[config.mk]
export PLATFORM = sky130hd
export DESIGN_NAME = cim_tile_flat
export DESIGN_NICKNAME = d
export VERILOG_FILES = /design/src/rtl/cim_pkg.sv /design/src/rtl/cim_tile_if.sv /design/src/rtl/cim_col_mac.sv /design/src/rtl/cim_tile.sv /design/src/flat_wrapper.sv
export SDC_FILE = /design/constraint.sdc
export NUM_CORES = 2
export LEC_CHECK = 0
export CAP_MARGIN = 30
export CELL_PAD_IN_SITES_DETAIL_PLACEMENT = 1
export CELL_PAD_IN_SITES_GLOBAL_PLACEMENT = 2
export CORE_MARGIN = 3
export CORE_UTILIZATION = 46
export CTS_CLUSTER_DIAMETER = 30
export DETAILED_ROUTE_END_ITERATION = 10
export HOLD_SLACK_MARGIN = 0.12
export PLACE_DENSITY = 0.83
export SLEW_MARGIN = 20
export SYNTH_ARGS = -nofsm -noshare
export SYNTH_HDL_FRONTEND = slang
export SYNTH_SLANG_ARGS = --single-unit
[constraint.sdc]
create_clock -name clk -period 6.4 [get_ports clk]
set_input_delay 1.28 -clock clk [delete_from_list [all_inputs] [get_ports clk]]
set_output_delay 1.28 -clock clk [all_outputs]
set_load 0.01 [all_outputs]
[src/rtl/cim_pkg.sv]
// Shared types and sizing helpers for the CIM crossbar tile.
package cim_pkg;

  typedef enum logic [1:0] {
    IDLE    = 2'd0,
    COMPUTE = 2'd1,
    DONE    = 2'd2
  } cim_state_t;

  // $clog2 with a floor of 1 so single-entry fields still get a real bit.
  function automatic int clog2_min1(input int n);
    return ($clog2(n) < 1) ? 1 : $clog2(n);
  endfunction

  function automatic int calc_cols(input int xbar_size, input int data_size);
    return xbar_size / data_size;
  endfunction

  // Worst case is XBAR_SIZE products of two DATA_SIZE-bit values.
  function automatic int calc_acc_w(input int data_size, input int xbar_size);
    return 2 * data_size + $clog2(xbar_size);
  endfunction

  function automatic int calc_num_addr(input int xbar_size, input int bus_width);
    return (xbar_size + bus_width - 1) / bus_width;
  endfunction

endpackage

[src/rtl/cim_tile_if.sv]
// Controller-facing CIM interface: RD buffer writes, start/ready handshake
// and the result bus.
interface cim_tile_if
  import cim_pkg::*;
#(
  parameter int DATA_SIZE = 4,
  parameter int XBAR_SIZE = 32,
  parameter int BUS_WIDTH = 16
);
  localparam int NUM_ADDR = calc_num_addr(XBAR_SIZE, BUS_WIDTH);
  localparam int ADDR_W   = clog2_min1(NUM_ADDR);
  localparam int PASS_W   = clog2_min1(DATA_SIZE);
  localparam int COLS     = calc_cols(XBAR_SIZE, DATA_SIZE);
  localparam int ACC_W    = calc_acc_w(DATA_SIZE, XBAR_SIZE);

  logic                  i_cim_we;
  logic [ADDR_W-1:0]     i_addr;
  logic [BUS_WIDTH-1:0]  i_data;
  logic                  i_cim_start;
  logic                  o_cim_ready;
  logic [COLS*ACC_W-1:0] o_acc;
  logic                  o_valid;
  logic [PASS_W-1:0]     o_pass;

  modport master (
    output i_cim_we, i_addr, i_data, i_cim_start,
    input  o_cim_ready, o_acc, o_valid, o_pass
  );

  modport slave (
    input  i_cim_we, i_addr, i_data, i_cim_start,
    output o_cim_ready, o_acc, o_valid, o_pass
  );

endinterface

[src/rtl/cim_col_mac.sv]
// One crossbar column accumulator. The first row of a pass either clears the
// accumulator (pass 0) or doubles it, since inputs arrive MSB-first.
module cim_col_mac #(
  parameter int DATA_SIZE = 4,
  parameter int ACC_W     = 13
) (
  input  logic                 clk,
  input  logic                 rst,
  input  logic                 i_en,
  input  logic                 i_first,
  input  logic                 i_clr,
  input  logic [DATA_SIZE-1:0] i_weight,
  output logic [ACC_W-1:0]     o_acc
);

  logic [ACC_W-1:0] r_acc;
  logic [ACC_W-1:0] w_base;
  logic [ACC_W-1:0] w_add;

  assign w_base = i_clr ? '0 : {r_acc[ACC_W-2:0], 1'b0};
  assign w_add  = i_en ? ACC_W'(i_weight) : '0;

  // Shift-or-clear on the first row of a pass, plain accumulate afterwards.
  always_ff @(posedge clk) begin
    if (rst) begin
      r_acc <= '0;
    end else if (i_first) begin
      r_acc <= w_base + w_add;
    end else if (i_en) begin
      r_acc <= r_acc + w_add;
    end
  end

  assign o_acc = r_acc;

endmodule

[src/rtl/cim_tile.sv]
// Digital CIM crossbar tile: weight store, 1-bit row-driver buffer and a
// row-per-cycle bit-plane MAC feeding one accumulator per output column.
//
// state   | meaning
// IDLE    | ready; accepts RD/weight writes and start
// COMPUTE | processes one crossbar row per cycle
// DONE    | advances the pass index, flags a finished result
module cim_tile
  import cim_pkg::*;
#(
  parameter  int DATA_SIZE = 4,
  parameter  int XBAR_SIZE = 32,
  parameter  int BUS_WIDTH = 16,
  localparam int COLS      = calc_cols(XBAR_SIZE, DATA_SIZE),
  localparam int ACC_W     = calc_acc_w(DATA_SIZE, XBAR_SIZE),
  localparam int NUM_ADDR  = calc_num_addr(XBAR_SIZE, BUS_WIDTH),
  localparam int ADDR_W    = clog2_min1(NUM_ADDR),
  localparam int PASS_W    = clog2_min1(DATA_SIZE),
  localparam int ROW_W     = clog2_min1(XBAR_SIZE),
  localparam int COL_W     = clog2_min1(COLS)
) (
  input  logic                 clk,
  input  logic                 rst,
  cim_tile_if.slave            bus,
  input  logic                 i_w_we,
  input  logic [ROW_W-1:0]     i_w_row,
  input  logic [COL_W-1:0]     i_w_col,
  input  logic [DATA_SIZE-1:0] i_w_data
);

  cim_state_t           r_state;
  logic [ROW_W-1:0]     r_row;
  logic [PASS_W-1:0]    r_pass;
  logic                 r_valid;
  logic [XBAR_SIZE-1:0] r_rd;
  logic [DATA_SIZE-1:0] r_w [XBAR_SIZE][COLS];

  logic w_idle;
  logic w_compute;
  logic w_first;
  logic w_clr;
  logic w_row_en;
  logic w_last_row;
  logic w_pass_wrap;

  assign w_idle      = (r_state == IDLE);
  assign w_compute   = (r_state == COMPUTE);
  assign w_first     = w_compute && (r_row == '0);
  assign w_clr       = w_first && (r_pass == '0);
  assign w_row_en    = w_compute && r_rd[r_row];
  assign w_last_row  = (r_row == ROW_W'(XBAR_SIZE - 1));
  assign w_pass_wrap = (r_pass == PASS_W'(DATA_SIZE - 1));

  // Sequencer: IDLE -> COMPUTE (XBAR_SIZE rows) -> DONE -> IDLE.
  always_ff @(posedge clk) begin
    if (rst) begin
      r_state <= IDLE;
      r_row   <= '0;
      r_pass  <= '0;
      r_valid <= 1'b0;
    end else begin
      r_valid <= 1'b0;
      case (r_state)
        IDLE: begin
          if (bus.i_cim_start) begin
            r_state <= COMPUTE;
            r_row   <= '0;
          end
        end
        COMPUTE: begin
          if (w_last_row) begin
            r_state <= DONE;
          end else begin
            r_row <= r_row + 1'b1;
          end
        end
        DONE: begin
          r_state <= IDLE;
          r_row   <= '0;
          r_pass  <= w_pass_wrap ? '0 : r_pass + 1'b1;
          r_valid <= w_pass_wrap;
        end
        default: r_state <= IDLE;
      endcase
    end
  end

  // RD buffer slice write; rows past XBAR_SIZE and unused addresses fall away
  // because no row decodes to them.
  always_ff @(posedge clk) begin
    if (rst) begin
      r_rd <= '0;
    end else if (w_idle && bus.i_cim_we) begin
      for (int j = 0; j < XBAR_SIZE; j++) begin
        if (bus.i_addr == ADDR_W'(j / BUS_WIDTH)) begin
          r_rd[j] <= bus.i_data[j % BUS_WIDTH];
        end
      end
    end
  end

  // Weight store write, decoded per cell so out-of-range indices hit nothing.
  always_ff @(posedge clk) begin
    if (w_idle && i_w_we) begin
      for (int r = 0; r < XBAR_SIZE; r++) begin
        for (int c = 0; c < COLS; c++) begin
          if (i_w_row == ROW_W'(r) && i_w_col == COL_W'(c)) begin
            r_w[r][c] <= i_w_data;
          end
        end
      end
    end
  end

  for (genvar c = 0; c < COLS; c++) begin : g_col
    logic [ACC_W-1:0] w_acc;

    cim_col_mac #(
      .DATA_SIZE (DATA_SIZE),
      .ACC_W     (ACC_W)
    ) u_mac (
      .clk      (clk),
      .rst      (rst),
      .i_en     (w_row_en),
      .i_first  (w_first),
      .i_clr    (w_clr),
      .i_weight (r_w[r_row][c]),
      .o_acc    (w_acc)
    );

    assign bus.o_acc[c*ACC_W +: ACC_W] = w_acc;
  end

  assign bus.o_cim_ready = w_idle;
  assign bus.o_valid     = r_valid;
  assign bus.o_pass      = r_pass;

endmodule
[src/flat_wrapper.sv]
// flat-port wrapper written by rule: the top's interface ports become plain ports
module cim_tile_flat import cim_pkg::*;
#(
  parameter  int DATA_SIZE = 4,
  parameter  int XBAR_SIZE = 32,
  parameter  int BUS_WIDTH = 16,
  localparam int COLS      = calc_cols(XBAR_SIZE, DATA_SIZE),
  localparam int ACC_W     = calc_acc_w(DATA_SIZE, XBAR_SIZE),
  localparam int NUM_ADDR  = calc_num_addr(XBAR_SIZE, BUS_WIDTH),
  localparam int ADDR_W    = clog2_min1(NUM_ADDR),
  localparam int PASS_W    = clog2_min1(DATA_SIZE),
  localparam int ROW_W     = clog2_min1(XBAR_SIZE),
  localparam int COL_W     = clog2_min1(COLS)
)
  (clk, rst, i_w_we, i_w_row, i_w_col, i_w_data, bus_i_cim_we, bus_i_addr, bus_i_data, bus_i_cim_start, bus_o_cim_ready, bus_o_acc, bus_o_valid, bus_o_pass);
  cim_tile_if #(.DATA_SIZE(DATA_SIZE), .XBAR_SIZE(XBAR_SIZE), .BUS_WIDTH(BUS_WIDTH)) bus_i ();
  input  logic clk;
  input  logic rst;
  input  logic i_w_we;
  input  logic [ROW_W-1:0] i_w_row;
  input  logic [COL_W-1:0] i_w_col;
  input  logic [DATA_SIZE-1:0] i_w_data;
  input wire logic [$bits(bus_i.i_cim_we)-1:0] bus_i_cim_we;
  input wire logic [$bits(bus_i.i_addr)-1:0] bus_i_addr;
  input wire logic [$bits(bus_i.i_data)-1:0] bus_i_data;
  input wire logic [$bits(bus_i.i_cim_start)-1:0] bus_i_cim_start;
  output wire logic [$bits(bus_i.o_cim_ready)-1:0] bus_o_cim_ready;
  output wire logic [$bits(bus_i.o_acc)-1:0] bus_o_acc;
  output wire logic [$bits(bus_i.o_valid)-1:0] bus_o_valid;
  output wire logic [$bits(bus_i.o_pass)-1:0] bus_o_pass;
  assign bus_i.i_cim_we = bus_i_cim_we;
  assign bus_i.i_addr = bus_i_addr;
  assign bus_i.i_data = bus_i_data;
  assign bus_i.i_cim_start = bus_i_cim_start;
  assign bus_o_cim_ready = bus_i.o_cim_ready;
  assign bus_o_acc = bus_i.o_acc;
  assign bus_o_valid = bus_i.o_valid;
  assign bus_o_pass = bus_i.o_pass;
  cim_tile #(.DATA_SIZE(DATA_SIZE), .XBAR_SIZE(XBAR_SIZE), .BUS_WIDTH(BUS_WIDTH)) u_core (.clk(clk), .rst(rst), .bus(bus_i), .i_w_we(i_w_we), .i_w_row(i_w_row), .i_w_col(i_w_col), .i_w_data(i_w_data));
endmodule
### After elaboration in Yosys (flattened, before gate mapping)

Memories as Yosys holds them, arrays and structs flattened. A register that Yosys moved wholly into a read port is not among the register bits.
Index checks and enable logic that the tools add are counted.

| word-level totals | value |
|---|---|
| memories kept | 1 |
| register bits | 146 |
| output and inout port bits | 108 |
| bits in latches | 0 |
| logic and storage cells | 1289 |
| bits in writable memories | 1024 |
| memory bits (read-only) | 0 |

| operators by class | value |
|---|---|
| muxes and demuxes | 904 |
| equality and inequality tests | 45 |
| magnitude comparators | 1 |
| bitwise gates (word level) | 2 |
| shift-type cells | 0 |
| divide/modulo/power cells | 0 |
| add/sub/neg operators | 18 |
| reduce and logical (&&, ||, !) cells | 304 |
| $mul | 0 |

Memories:

| memory | words | width | read ports | clocked after memory_dff | write ports | line | source |
|---|---|---|---|---|---|---|---|
| u_core.r_w | 32 | 32 | 1 | 1 | 1 | cim_tile.sv:36 | `logic [DATA_SIZE-1:0] r_w [XBAR_SIZE][COLS];` |

Operators by type and width:

| cell | number |
|---|---|
| $mux 32 | 31 |
| $reduce_or 32->1 | 31 |
| $mux 1 | 769 |
| $mux 13 | 24 |
| $logic_and 1x1->1 | 261 |
| $mux 8 | 31 |
| $add 13x4->13 | 16 |
| $mux 5 | 35 |
| $eq 5x5->1 const B | 17 |
| $eq 5x4->1 const B | 8 |
| $mux 4 | 8 |
| $eq 5x3->1 const B | 4 |
| $pmux 5 s3 | 1 |
| $eq 3x3->1 const B | 4 |
| $eq 5x2->1 const B | 2 |
| $logic_not 5->1 | 2 |
| $eq 3x2->1 const B | 2 |
| $lt 5x6->1 const B | 1 |
| $mux 2 | 3 |
| $ne 2x2->1 const B | 3 |
| $reduce_and 2->1 | 3 |
| $add 5x1->5 const B | 1 |
| $bmux 1 s5 | 1 |
| $eq 5x1->1 const B | 1 |
| 12 further kinds | 15 |

### Longest topological paths before layout

| logic depth | value |
|---|---|
| depth in word-level cells | 37 |
| mapped depth | 20 |
| mapped depth without buffers | 16 |

### Cells and area by module

A second synthesis with hierarchy kept.

| second synthesis, totals | value |
|---|---|
| cells, all modules | 3468 |
| area total of the unflattened synthesis | 51753.4 um^2 |

By module, submodules not included:

| module | sequential area each (um^2) | cells each | instances | area each (um^2) |
|---|---|---|---|---|
| cim_tile | 31690.4 | 2346 | 1 | 42607.1 |
| cim_col_mac at u_core.g_col[1].u_mac ... | 260.2 | 140 | 6 | 1158.6 |
| cim_col_mac at u_core.g_col[4].u_mac | 260.2 | 143 | 1 | 1108.6 |
| cim_col_mac at u_core.g_col[0].u_mac | 260.2 | 139 | 1 | 1086.0 |

### Worst setup path before layout

Ideal clock, no wire load.

| timing | value |
|---|---|
| path type | register to register |
| from | register u_core.r_row[0] |
| to | register u_core.g_col[7].u_mac.r_acc[12] |
| setup time | 0.133 ns |
| cell stages (with the launch flop) | 21 |
| path slack | 1.686 ns |
| arrival | 4.581 ns |
| cells stage by stage | dfxtp_1 -> clkbuf_1 -> inv_1 -> ha_1 -> nor4b_4 -> nand2_1 -> clkbuf_1 -> clkbuf_1 -> buf_1 -> clkbuf_1 -> and2_1 -> ha_1 -> inv_1 -> fa_1 -> nor2b_1 -> o21ai_0 -> a221o_1 -> or2_1 -> or4b_1 -> o211ai_1 -> a31oi_1 |

| on the way | value |
|---|---|
| cells in the longest elaborated chain, start to end | 7 |
| elaborated cells on any way between the ends | 13 |

RTL lines:

| what | line | source |
|---|---|---|
| start, declared | cim_tile.sv:32 | `logic [ROW_W-1:0] r_row;` |
| start signal, assigned | cim_tile.sv:74 | `r_row <= r_row + 1'b1;` |
| $bmux 1 s5 | cim_tile.sv:50 | `assign w_row_en = w_compute && r_rd[r_row];` |
| $mux 1 (not written as such) | cim_tile.sv:50 |  |
| $logic_and 1x1->1 | cim_tile.sv:50 |  |
| $mux 4 | cim_col_mac.sv:21 | `assign w_add = i_en ? ACC_W'(i_weight) : '0;` |
| $add 13x4->13 | cim_col_mac.sv:30 | `r_acc <= r_acc + w_add;` |
| $mux 13 | cim_col_mac.sv:29 | `end else if (i_en) begin` |
| $mux 13 | cim_col_mac.sv:27 | `end else if (i_first) begin` |
| end signal, assigned | cim_col_mac.sv:28 | `r_acc <= w_base + w_add;` |
| end signal, assigned | cim_col_mac.sv:30 |  |
| end, declared | cim_col_mac.sv:16 | `logic [ACC_W-1:0] r_acc;` |

Several ways; a longest one is shown, not always the timed one. The select of a mux whose other input is x is not followed.
A chain may end at the register's enable or synchronous reset.

### Worst setup path after layout

| timing | value |
|---|---|
| from | register u_core.r_row[1] |
| to | register u_core.g_col[7].u_mac.r_acc[12] |

Same word-level chain as after synthesis.

==> flow_summary_export.csv <==
group,metric,value,unit
outcome,status,"completed",
critical_path,required,7.02,ns
layout,final_net_count,3599,
critical_path,r2r-end,"u_core.g_col[7].u_mac.o_acc[12]",
floorplanning,num_rows,120,
sta,clock.fmax,192,MHz
grt,grt_pass1_vias,33700,
power,power_density,345,nW/um2
sta,min_period_over_period,81.4,%
grt,met3_usage,5.23,%
sta,rsz0062_at_grt,"no",
floorplanning,die-height,337,um
synthesis,synth_area,50500,um2
synthesis,synthArstFlopShare,0,%
clocking,cts_buffer_depth,3,
clocking,cts-resized-gates,0,
grt,grt_overflow,0,
routing,wl_per_cell,29.2,um
power,vdd_ir_drop_max,284,uV
routing,ant_nets,0,
grt,grtUsageMet2,43.4,%
clocking,clk_latency,0.82,ns
synthesis,synth-seq-cells,1175,
clocking,hold_buffers,0,
clocking,cts_root_buffer,"clkbuf_16",
grt,grt_max_degree,257,
routing,vias,31700,
critical_path,critPathCaptureType,"register",
layout,seq_area,33800,um2
clocking,post_cts.repair.setup_buffers,0,
power,p_leak,19.2,nW
synthesis,synth_edf_count,1024,
critical_path,r2r_start,"u_core.r_row[1]",
synthesis,yosysWarnings,0,
clocking,cts_buffers,230,
sta,final-hold-violation-count,0,
synthesis,syn_inst,3305,
sta,finalSetupTns,0,ns
sta,slew_headroom,31.8,%
sta,drv_slew,0,
clocking,cts_sinks,1175,
sta,finalSetupViolCount,0,
layout,multi_input_area,15800,um2
synthesis,yosysSeqAreaShare,66.9,%
grt,top_usage_layer,"met2",
hold_path,hold_depth,2,
floorplanning,start_util,46.8,%
place,hpwl,90800,um
layout,syn_to_final_growth,21.5,%
critical_path,worstPathArrival,5.83,ns
clocking,clk_pin_slew_worst_paths,0.04,ns
synthesis,synth.distinct_cells,83,
grt,grt_pass1_wl,224000,um
grt,met1_usage,35.5,%
layout,drive_gt1_share,21.1,%
run,maxCapViolCount,0,
synthesis,syn_nets,3384,
critical_path,worstSetupPathType,"reg2reg",
synthesis,synthFlopType,"edfxtp_1",
routing,routed_wl,150000,um
layout,design_area,61300,um2
routing,drc,0,
routing,drt_first_pass_iters,8,
critical_path,worstPathMaxFanout,27,
critical_path,rrSetupSlack,1.19,ns
layout,fill_cells,9873,
hold_path,hold_class,"reg2reg",
clocking,cts_max_level,4,
layout,finalCoreUtilization,56.8,%
synthesis,avgSynthCellArea,15.3,um2
hold_path,min-delay-start,"u_core.r_rd[31]",
routing,vias_per_cell,6.18,
routing,drtIter0Drc,3360,
floorplanning,pin_count,142,
floorplanning,die_x,337,um
sta,finalClockSkew,0.0451,ns
place,portBuffers,141,
critical_path,worstSetupStartpointType,"register",
floorplanning,die_area,114000,um2
sta,period_needed,5.21,ns
critical_path,rr_worst_depth,16,
place,placed_cell_area,53500,um2
hold_path,holdPathEnd,"u_core.r_rd[31]",
grt,grtUsageTotal,26.5,%
grt,antenna_found_initial,5,
clocking,cts_tree,"done",
place,routabilityCongestion,0.832,
floorplanning,core,108000,um2
sta,worstMarginPinSlew,1.02,ns
[worst max-delay path by stage]
stage          depth (start not counted)            start  slack [ns]                              end
6_report                              16  u_core.r_row[1]        1.19  u_core.g_col[7].u_mac.o_acc[12]
5_1_grt                               17  u_core.r_row[1]        0.86  u_core.g_col[4].u_mac.o_acc[10]
4_1_cts                               14         register        1.09   u_core.g_col[5].u_mac.o_acc[7]
3_5_place_dp                          14         register        1.15   u_core.g_col[5].u_mac.o_acc[7]
3_3_place_gp                          15         register        1.29   u_core.g_col[0].u_mac.o_acc[8]
2_1_floorplan                         20  u_core.r_row[0]        1.69  u_core.g_col[7].u_mac.o_acc[12]
[kinds of logic (layout without fill, tap and decap cells)]
| family | after synthesis | after routing | synth area share, % |
|---|---|---|---|
| muxes | 357 | 357 | 14.4 |
| DFF | 1175 | 1175 | 66.9 |
| AOI/OAI and AO/OA | 555 | 555 | 7.15 |
| other | 0 | 4 | 0 |
| and+or+nand+nor | 879 | 879 | 7.66 |
| adders and majority gates | 45 | 45 | 1.23 |
| buffers and inverters | 253 | 667 | 1.99 |
| xor gates and xnor gates | 41 | 41 | 0.711 |
[critical path: stages, from the launching register on]
cell	delay (ns)
dfxtp_1	0.71
inv_1	0.21
mux4_2	0.47
a32oi_1	0.52
nand2_1	0.13
buf_4	0.28
nor2_1	0.16
and2_1	0.17
inv_1	0.06
fa_1	0.40
nor2b_1	0.13
o21ai_0	0.21
a221o_1	0.43
or2_1	0.27
or4b_1	0.53
o211ai_1	0.20
a31oi_1	0.11
[power breakdown]
group | switching (W) | internal, W
clock | 0.00418 | 0.00766
sequential | 0.0000542 | 0.00837
combinational | 0.000544 | 0.000321
total | 0.00478 | 0.0163
[metal layers]
layer	part of all wire, %	vias to the layer above
met2	49	1397
met4	3.4	2
met5	0.0087	-
li1	-	13500
met1	40	16500
met3	7.3	294
[registers in the layout, indices dropped and copies added (netlist names), named ones only]
register,cells
u_core.r_w,1024
u_core.bus.o_pass,2
u_core.r_row,5
u_core.r_rd,32
u_core.r_state,2
u_core.bus.o_valid,1
u_core.g_col.u_mac.o_acc,104
[layout by cell type, fill, tap and decap left out, types with 10 or more instances in the layout]
master           count
a211oi_1            93
and2_1              20
edfxtp_1          1024
a31oi_1             27
nand3_1             50
o21a_1              10
ha_1                37
xnor2_1             27
nor3_1              18
clkbuf_1            27
buf_12              13
clkinv_1            27
nor4_1              10
nand2_1            302
a22oi_1             14
clkinvlp_4          24
nor2_1             355
xor2_1              14
buf_4               46
a21oi_1            179
clkinv_2            50
dfxtp_1            146
o21ai_0             95
clkdlybuf4s50_1    136
inv_6               21
mux2i_1             60
inv_1               31
nor2b_1             43
clkbuf_16          231
nand4_1             24
bufinv_16           23
a21o_1              24
mux4_2             293
[metrics by stage]
stage | setup WS (ns) | hold slack [ns] | power (W) | std cells
floorplan | 1.69 | 0.436 | 0.00902 | 3305
global placement | 1.29 | 0.441 | 0.00938 | 4685
detailed placement | 1.15 | 0.451 | 0.00942 | 4688
CTS | 1.09 | 0.457 | 0.0213 | 5119
global route | 0.858 | 0.473 | 0.0217 | 5123
finish | 1.19 | 0.458 | 0.0211 | 5126
[synthesized netlist by cell type (all sizes together), types with 53 or more instances]
master / n / area (um2)
edfxtp: 1024 / 30700
nor2: 358 / 1350
nand2: 303 / 1140
mux4: 293 / 6600
a21oi: 179 / 896
clkbuf: 160 / 602
dfxtp: 151 / 3020
o21ai: 97 / 485
a211oi: 95 / 723
buf: 61 / 280
mux2i: 60 / 601
nand3: 53 / 275
[cell type report]
type / instances / share of cell area (%)
flip-flops and latches: 1175 / 55.1
multi-input cells: 1877 / 25.7
clock inverters: 164 / 2.86
diodes: 4 / 0.0163
well taps: 1403 / 2.86
repair buffers: 204 / 3.48
clock buffers: 267 / 9.79
inverters: 32 / 0.196
No activity file was read; power rests on OpenSTA's default activity.
